### src/rtl/fifo_wr_arbiter.sv
`default_nettype none
// ============================================================================
// Module  : fifo_wr_arbiter
// Purpose : Round-robin arbiter sharing one FIFO write port among NUM_REQ
//           valid/ready producers, with bursts of up to BURST_LEN beats.
// Rev     : 1.0
// ============================================================================
module fifo_wr_arbiter #(
  parameter int DATA_WIDTH = 8,
  parameter int NUM_REQ    = 4,
  parameter int BURST_LEN  = 4,
  parameter int ID_W       = $clog2(NUM_REQ)
) (
  input  logic                          clk,
  input  logic                          rst,
  input  logic [NUM_REQ-1:0]            req_valid,
  input  logic [NUM_REQ*DATA_WIDTH-1:0] req_data,
  output logic [NUM_REQ-1:0]            req_ready,
  input  logic                          fifo_full,
  output logic                          fifo_wr_en,
  output logic [DATA_WIDTH-1:0]         fifo_data_in,
  output logic [ID_W-1:0]               grant_id,
  output logic                          busy,
  output logic [15:0]                   xfer_count
);

  typedef enum logic [0:0] {
    ST_IDLE  = 1'b0,
    ST_GRANT = 1'b1
  } state_t;

  localparam logic [7:0]      c_last_beat = 8'(BURST_LEN - 1);
  localparam logic [ID_W-1:0] c_last_id   = ID_W'(NUM_REQ - 1);

  state_t                r_state;
  logic [ID_W-1:0]       r_grant_id;
  logic [ID_W-1:0]       r_last_id;
  logic [7:0]            r_beat_cnt;
  logic [15:0]           r_xfer_count;

  state_t                w_state_nxt;
  logic [ID_W-1:0]       w_grant_nxt;
  logic [ID_W-1:0]       w_last_nxt;
  logic [7:0]            w_beat_nxt;
  logic [15:0]           w_count_nxt;

  logic [DATA_WIDTH-1:0] w_lane [NUM_REQ];
  logic                  w_any_valid;
  logic                  w_gnt_valid;
  logic                  w_xfer;
  logic                  w_release;
  logic [ID_W-1:0]       w_pick_base;
  logic [ID_W-1:0]       w_pick;

  // Scan offsets from NUM_REQ down to 1 so the nearest valid index after
  // base wins; offset NUM_REQ is base itself, the last-resort candidate.
  function automatic logic [ID_W-1:0] f_rr_pick(input logic [ID_W-1:0] base,
                                                input logic [NUM_REQ-1:0] vld);
    logic [ID_W-1:0] pick;
    int              idx;
    pick = base;
    for (int k = NUM_REQ; k >= 1; k--) begin
      idx = (int'(base) + k) % NUM_REQ;
      if (vld[idx]) pick = ID_W'(idx);
    end
    return pick;
  endfunction

  for (genvar g = 0; g < NUM_REQ; g++) begin : g_lane
    assign w_lane[g]    = req_data[g*DATA_WIDTH +: DATA_WIDTH];
    assign req_ready[g] = busy && (r_grant_id == ID_W'(g)) && !fifo_full;
  end

  assign busy         = (r_state == ST_GRANT);
  assign grant_id     = r_grant_id;
  assign xfer_count   = r_xfer_count;
  assign fifo_data_in = w_lane[r_grant_id];

  assign w_any_valid = |req_valid;
  assign w_gnt_valid = req_valid[r_grant_id];
  assign w_xfer      = busy && w_gnt_valid && !fifo_full;
  assign fifo_wr_en  = w_xfer;
  assign w_release   = busy && (!w_gnt_valid || (w_xfer && (r_beat_cnt == c_last_beat)));

  // On release the grant holder becomes last_id, so the re-pick scans from it.
  assign w_pick_base = busy ? r_grant_id : r_last_id;
  assign w_pick      = f_rr_pick(w_pick_base, req_valid);

  always_comb begin
    w_state_nxt = r_state;
    w_grant_nxt = r_grant_id;
    w_last_nxt  = r_last_id;
    w_beat_nxt  = r_beat_cnt;
    w_count_nxt = r_xfer_count;
    case (r_state)
      ST_IDLE: begin
        if (w_any_valid) begin
          w_state_nxt = ST_GRANT;
          w_grant_nxt = w_pick;
          w_beat_nxt  = '0;
        end
      end
      ST_GRANT: begin
        if (w_xfer) begin
          w_beat_nxt  = r_beat_cnt + 8'd1;
          w_count_nxt = r_xfer_count + 16'd1;
        end
        if (w_release) begin
          w_last_nxt = r_grant_id;
          w_beat_nxt = '0;
          if (w_any_valid) w_grant_nxt = w_pick;
          else             w_state_nxt = ST_IDLE;
        end
      end
      default: w_state_nxt = ST_IDLE;
    endcase
  end

  always_ff @(posedge clk or posedge rst) begin
    if (rst) begin
      r_state      <= ST_IDLE;
      r_grant_id   <= '0;
      r_last_id    <= c_last_id;
      r_beat_cnt   <= '0;
      r_xfer_count <= '0;
    end else begin
      r_state      <= w_state_nxt;
      r_grant_id   <= w_grant_nxt;
      r_last_id    <= w_last_nxt;
      r_beat_cnt   <= w_beat_nxt;
      r_xfer_count <= w_count_nxt;
    end
  end

endmodule
`default_nettype wire

### config.mk
export PLATFORM = sky130hd
export DESIGN_NAME = fifo_wr_arbiter
export DESIGN_NICKNAME = d
export VERILOG_FILES = /design/src/rtl/fifo_wr_arbiter.sv
export SDC_FILE = /design/constraint.sdc
export NUM_CORES = 1
export LEC_CHECK = 0
export CORE_ASPECT_RATIO = 0.9
export CORE_UTILIZATION = 35
export CTS_CLUSTER_SIZE = 25
export DETAILED_ROUTE_END_ITERATION = 6
export GPL_TIMING_DRIVEN = 0
export MAX_ROUTING_LAYER = met4
export PLACE_DENSITY = 0.73
export SYNTH_ARGS = -nofsm -noshare
export SYNTH_HDL_FRONTEND = slang
export SYNTH_SLANG_ARGS = --single-unit
export TNS_END_PERCENT = 5
### constraint.sdc
create_clock -name clk -period 2.71 [get_ports clk]
set_input_delay 0.542 -clock clk [delete_from_list [all_inputs] [get_ports clk]]
set_output_delay 0.542 -clock clk [all_outputs]
set_load 0.005 [all_outputs]
* Word level (Yosys, flattened, before mapping) *
Cells that the tools add are included.

operators by class
  magnitude comparators = 6
  bitwise gates (word level) = 6
  equal/unequal tests = 7
  multiply operators = 0
  divide/modulo/power cells = 0
  mux-type cells = 32
  reductions and logical operators = 24
  shift operators = 0
  $add $sub $neg = 6

operators by type and width
  cell                                                        number
  2-to-1 mux 8 bit                                            5
  adder 16 x 1 -> 16 bit, second input constant               1
  binary-select mux 8 bit (select 2 bit)                      1
  less-than comparator 3 x 4 -> 1 bit, second input constant  4
  one-hot mux 8 bit (2 select lines)                          1
  2-to-1 mux 2 bit                                            7
  logical AND 1 bit                                           12
  2-to-1 mux 1 bit                                            11
  binary-select mux 1 bit (select 2 bit)                      5
  adder 8 x 1 -> 8 bit, second input constant                 1
  equality test 8 x 2 -> 1 bit, second input constant         1
  OR reduction 2 bit                                          4
  AND reduction 2 bit                                         3
  adder 2 x 1 -> 2 bit, second input constant                 2
  adder 2 bit, second input constant                          2
  bitwise AND 1 bit, first input constant                     4
  equality test 2 bit, second input constant                  2
  one-hot mux 2 bit (2 select lines)                          1
  OR reduction 4 bit                                          1
  >= comparator 3 bit, second input constant                  1
  less-than comparator 2 x 3 -> 1 bit, second input constant  1
  != test 3 x 1 -> 1 bit, second input constant               1
  NOT 2 -> 3 bit                                              1
  equality test 2 x 1 -> 1 bit, second input constant         1
  other kinds (7)                                             8

word-level totals
  ROM bits = 0
  flip-flop bits (word level) = 29
  latch bits = 0
  output and inout port bits = 32
  bits of input ports = 39
  logic and storage cells = 86
  memories kept = 0
  memory bits (writable) = 0

* Depth between registers and ports, before layout *
  depth after elaboration = 14
  mapped depth = 6

* Worst setup path before layout *
No wires, ideal clock.

  kind = input to output
  from = input port req_valid[3]
  to = output port fifo_wr_en
  required time = 2.168 ns
  arrival time = 1.309 ns
  path slack = 0.859 ns
  cell stages on the path = 3
  path through = mux4_2 and2_4 buf_6

on the way
  longest elaborated chain between the ends = 4

RTL lines
  item                                    line  source
  start, declared                         16    input logic [NUM_REQ-1:0] req_valid,
  binary-select mux 1 bit (select 2 bit)  80    assign w_gnt_valid = req_valid[r_grant_id];
  2-to-1 mux 1 bit (implied by the code)  80
  logical AND 1 bit (2 in a row)          81    assign w_xfer = busy && w_gnt_valid && !fifo_full;
  end, declared                           20    output logic fifo_wr_en,

Every way passes these cells. The select of a mux whose other input is x is not followed.

* Worst setup path in the final report *
  from = input port fifo_full
  to = output port fifo_wr_en

on the way
  longest elaborated chain between the ends = 2

RTL lines
  item               line  source
  start, declared    19    input logic fifo_full,
  zero test 1 bit    81
  logical AND 1 bit  81

Every way passes these cells.

==> flow_summary.toml <==
[floorplanning]
top_level_ports = 71
core_um2 = 4860
dieArea_um2 = 5350
dieHeight_um = 69.5
row_count = 24
initial_util_pct = 36.4
die-width_um = 77.0

[detailed_routing]
ant_nets = 0
wl_per_cell_um = 13.9
routed_via_density = 5.11
drc_errors = 0
routed_wirelength_um = 4250
route.vias.total = 1558
drt_iter0_markers = 51
firstDrtPassIters = 4

[sta]
fin_crit_sh_pct = 98.4
finalClockSkew_ns = 0.00744
max_freq_mhz = 375
relative_slew_slack_pct = 27.4
hold_ws_ns = 0.476
rsz0062_at_grt = "false"
worstMarginPinSlew_ns = 1.09
finalSetupViolations = 0
hold_viol = 0
setup_slack_ns = 0.0426
final-max-slew-violation-count = 0
final.min_clock_period_ns = 2.67

[clocking]
clk_latency_ns = 0.29
number_of_clock_buffers_inserted_by_tritoncts = 5
cts_max_level = 2
cts.clk_slew.worst_paths_ns = 0.06
hold_bufs_inserted_after_cts = 0
max-clock-path-buffers = 2
clk_root_buffer_cell = "sky130_fd_sc_hd__clkbuf_8"
clock_sink_count = 29
tritoncts = "built"

[worst_setup_path]
timing.critical_path.from = "fifo_full"
setup.worst_path.end_class = "output port"
timing.critical_path.from_type = "input pin"
peak_fanout_along_the_critical_path = 6
cell_count_of_the_worst_reg_to_reg_path = 6
path_class = "in2out"
worst_r2r_startpoint = "r_beat_cnt[0]"
worst_ep_required_time_ns = 2.17
worst-r2r-setup-slack_ns = 0.80
crit_arrival_ns = 2.13

[final_layout]
layout-drive-gt1-share_pct = 14.2
num_antenna_cells = 0
final_cells = 305
area_delta_synth_final_pct = 49.1
final_nets = 280
n_fill_cell = 452

[worst_hold_path]
hold-path-cell-count = 1
hold_start = "xfer_count[15]"
hp-class = "reg2reg"

[grt]
antenna_found_initial = 0
grt_first_pass_wirelength_um = 7110
globalRoute.totalOverflow = 0
grt.total_usage_pct = 18.0
grt_pass1_vias = 1480
largest_net_degree_at_the_start_of_global_routing = 30

[logic_synthesis]
postSynthCellCount = 161
yosys_most_used_dff = "sky130_fd_sc_hd__dfrtp_1"
synth_fp_nets = 202
async_flop_share_pct = 100
syn_area_per_cell_um2 = 11.0
synth_seq_cells = 29
share_of_the_yosys_chip_area_belonging_to_registers_pct = 41.1
syn_area_um2 = 1770
ys_types = 38
synth-edff-count = 0
ys.warnings.count = 0

[pwr]
vdd_ir_drop_max_v = 0.000502
switchingPower_mw = 0.688
power_density_of_the_placed_cells_nw_per_um2 = 778
clockPowerShare_pct = 17.0
power_report.internal_total_mw = 1.37
total_power_mw = 2.05
pwr-share-comb_pct = 52.9
power.static_leakage_nw = 1.08
fraction_of_power_spent_switching_nets_pct = 33.5
sequentialPowerShare_pct = 30.1

[place]
routabilityCongestion = 0.747
place_inst = 296
placement.io_buffers = 70
place_ws_ns = -0.202
dpl.hpwl_um = 3230

[outcome]
run_status = "complete, no violations"

[flow_run]
maxCapViolations = 0
==> synthesized netlist by cell type, types with 2 or more instances <==
cell	instances	area (µm²)
sky130_fd_sc_hd__a211oi_1	2	15.0
sky130_fd_sc_hd__and3_1	4	25.0
sky130_fd_sc_hd__buf_2	3	15.0
sky130_fd_sc_hd__buf_6	3	33.8
sky130_fd_sc_hd__dfrtp_1	27	676
sky130_fd_sc_hd__dfstp_2	2	52.6
sky130_fd_sc_hd__ha_1	2	25.0
sky130_fd_sc_hd__inv_1	5	18.8
sky130_fd_sc_hd__mux2_1	2	22.5
sky130_fd_sc_hd__mux2_2	5	56.3
sky130_fd_sc_hd__mux2i_1	3	30.0
sky130_fd_sc_hd__mux4_2	8	180
sky130_fd_sc_hd__nand2_1	15	56.3
sky130_fd_sc_hd__nand3_1	12	60.1
sky130_fd_sc_hd__nand4_1	4	25.0
sky130_fd_sc_hd__nor2_1	15	56.3
sky130_fd_sc_hd__nor3_1	3	15.0
sky130_fd_sc_hd__nor3b_1	2	15.0
sky130_fd_sc_hd__nor4_1	3	18.8
sky130_fd_sc_hd__o21ai_0	3	15.0
sky130_fd_sc_hd__xnor2_1	19	166
sky130_fd_sc_hd__xor2_1	3	26.3
==> registers in the layout (all words and copies together), names as in the netlist <==
signal,cells
busy,1
grant_id,2
r_beat_cnt,8
r_last_id,2
xfer_count,16
==> final timing paths <==
| path | end |
|---|---|
| hold / removal | xfer_count[15] |
| setup reg to reg | grant_id[1] |
| min in group asynchronous | grant_id[1] |
| setup / recovery | fifo_wr_en |
| max in group asynchronous | xfer_count[0] |
| hold reg to reg | xfer_count[15] |
==> worst max-delay path, stage by stage <==
cell                              delay, ns
sky130_fd_sc_hd__clkdlybuf4s50_1       0.48
sky130_fd_sc_hd__and2b_1               0.32
sky130_fd_sc_hd__and2_4                0.17
sky130_fd_sc_hd__buf_6                 0.11
sky130_fd_sc_hd__clkdlybuf4s50_1       0.51
==> per-layer routing <==
| metal | global-route usage (%) | wire length (µm) | vias up |
|---|---|---|---|
| li1 | - | - | 738 |
| met1 | 21.4 | 1860 | 763 |
| met2 | 28.1 | 2090 | 45 |
| met3 | 4.74 | 209 | 12 |
| met4 | 9.43 | 85 | 0 |
| met5 | - | 0 | - |
==> area by class of cell <==
class	instances	area (µm²)	area share [%]
Tap cell	65	81.3	3.08
Clock inverter	2	10.0	0.379
Inverter	5	18.8	0.711
Multi-Input combinational cell	121	976	36.9
Timing Repair Buffer	71	703	26.6
Sequential cell	29	728	27.6
Clock buffer	6	72.6	2.75
Buffer	6	51.3	1.94
==> repair_timing <==
| action | in CTS | in global routing |
|---|---|---|
| resized for setup | 4 | 1 |
| buffers inserted | 1 | 0 |
| setup endpoints to repair | 1 | 2 |
| pin swaps | 0 | 0 |
==> power by group through the flow <==
stage                     clock (mW)  sequential, mW  combinational [mW]
after floorplan                    0           0.611               0.626
after global placement             0           0.623                1.06
after detailed placement           0           0.626                1.07
after CTS                      0.361           0.619                1.09
after global routing           0.377           0.632                1.17
final                          0.350           0.617                1.09
==> logic make-up after synthesis <==
logic type | count (synthesis) | synth area share [%]
flip-flops | 29 | 41.1
multiplexers | 20 | 18.6
buffers and inverters | 11 | 3.81
AND/OR/NAND/NOR | 69 | 20.8
AO/OA/AOI/OAI | 8 | 3.39
adder cells (fa/ha/maj) | 2 | 1.41
XOR/XNOR | 22 | 10.9
==> placed cells by master, fill, tap and decap left out, types with 2 or more instances in the layout <==
master / Yosys / routed
sky130_fd_sc_hd__nand3_1: 12 / 12
sky130_fd_sc_hd__a211oi_1: 2 / 2
sky130_fd_sc_hd__nor2_1: 15 / 15
sky130_fd_sc_hd__xnor2_1: 19 / 19
sky130_fd_sc_hd__mux4_2: 8 / 8
sky130_fd_sc_hd__mux2i_1: 3 / 3
sky130_fd_sc_hd__clkbuf_8: 0 / 5
sky130_fd_sc_hd__ha_1: 2 / 2
sky130_fd_sc_hd__dlygate4sd2_1: 0 / 4
sky130_fd_sc_hd__dfrtp_1: 27 / 27
sky130_fd_sc_hd__o21ai_0: 3 / 3
sky130_fd_sc_hd__nor4_1: 3 / 3
sky130_fd_sc_hd__buf_6: 3 / 3
sky130_fd_sc_hd__inv_1: 5 / 5
sky130_fd_sc_hd__nand2_1: 15 / 15
sky130_fd_sc_hd__and3_1: 4 / 4
sky130_fd_sc_hd__nor3b_1: 2 / 2
sky130_fd_sc_hd__clkdlybuf4s50_1: 0 / 66
sky130_fd_sc_hd__clkinv_2: 0 / 2
sky130_fd_sc_hd__dfstp_2: 2 / 2
sky130_fd_sc_hd__nor3_1: 3 / 3
sky130_fd_sc_hd__buf_2: 3 / 2
sky130_fd_sc_hd__nand4_1: 4 / 4
sky130_fd_sc_hd__mux2_2: 5 / 5
sky130_fd_sc_hd__xor2_1: 3 / 3
sky130_fd_sc_hd__mux2_1: 2 / 2
==> metrics by stage <==
step	TNS (ns)	instance area [µm²]	utilization (%)
after floorplan	0	1770	-
after global routing	0	2640	54.3
final	0	2640	54.3
after CTS	0	2640	54.2
after global placement	-0.193	2550	52.5
after detailed placement	-0.202	2550	52.5
(Power assumes the default switching activity.)
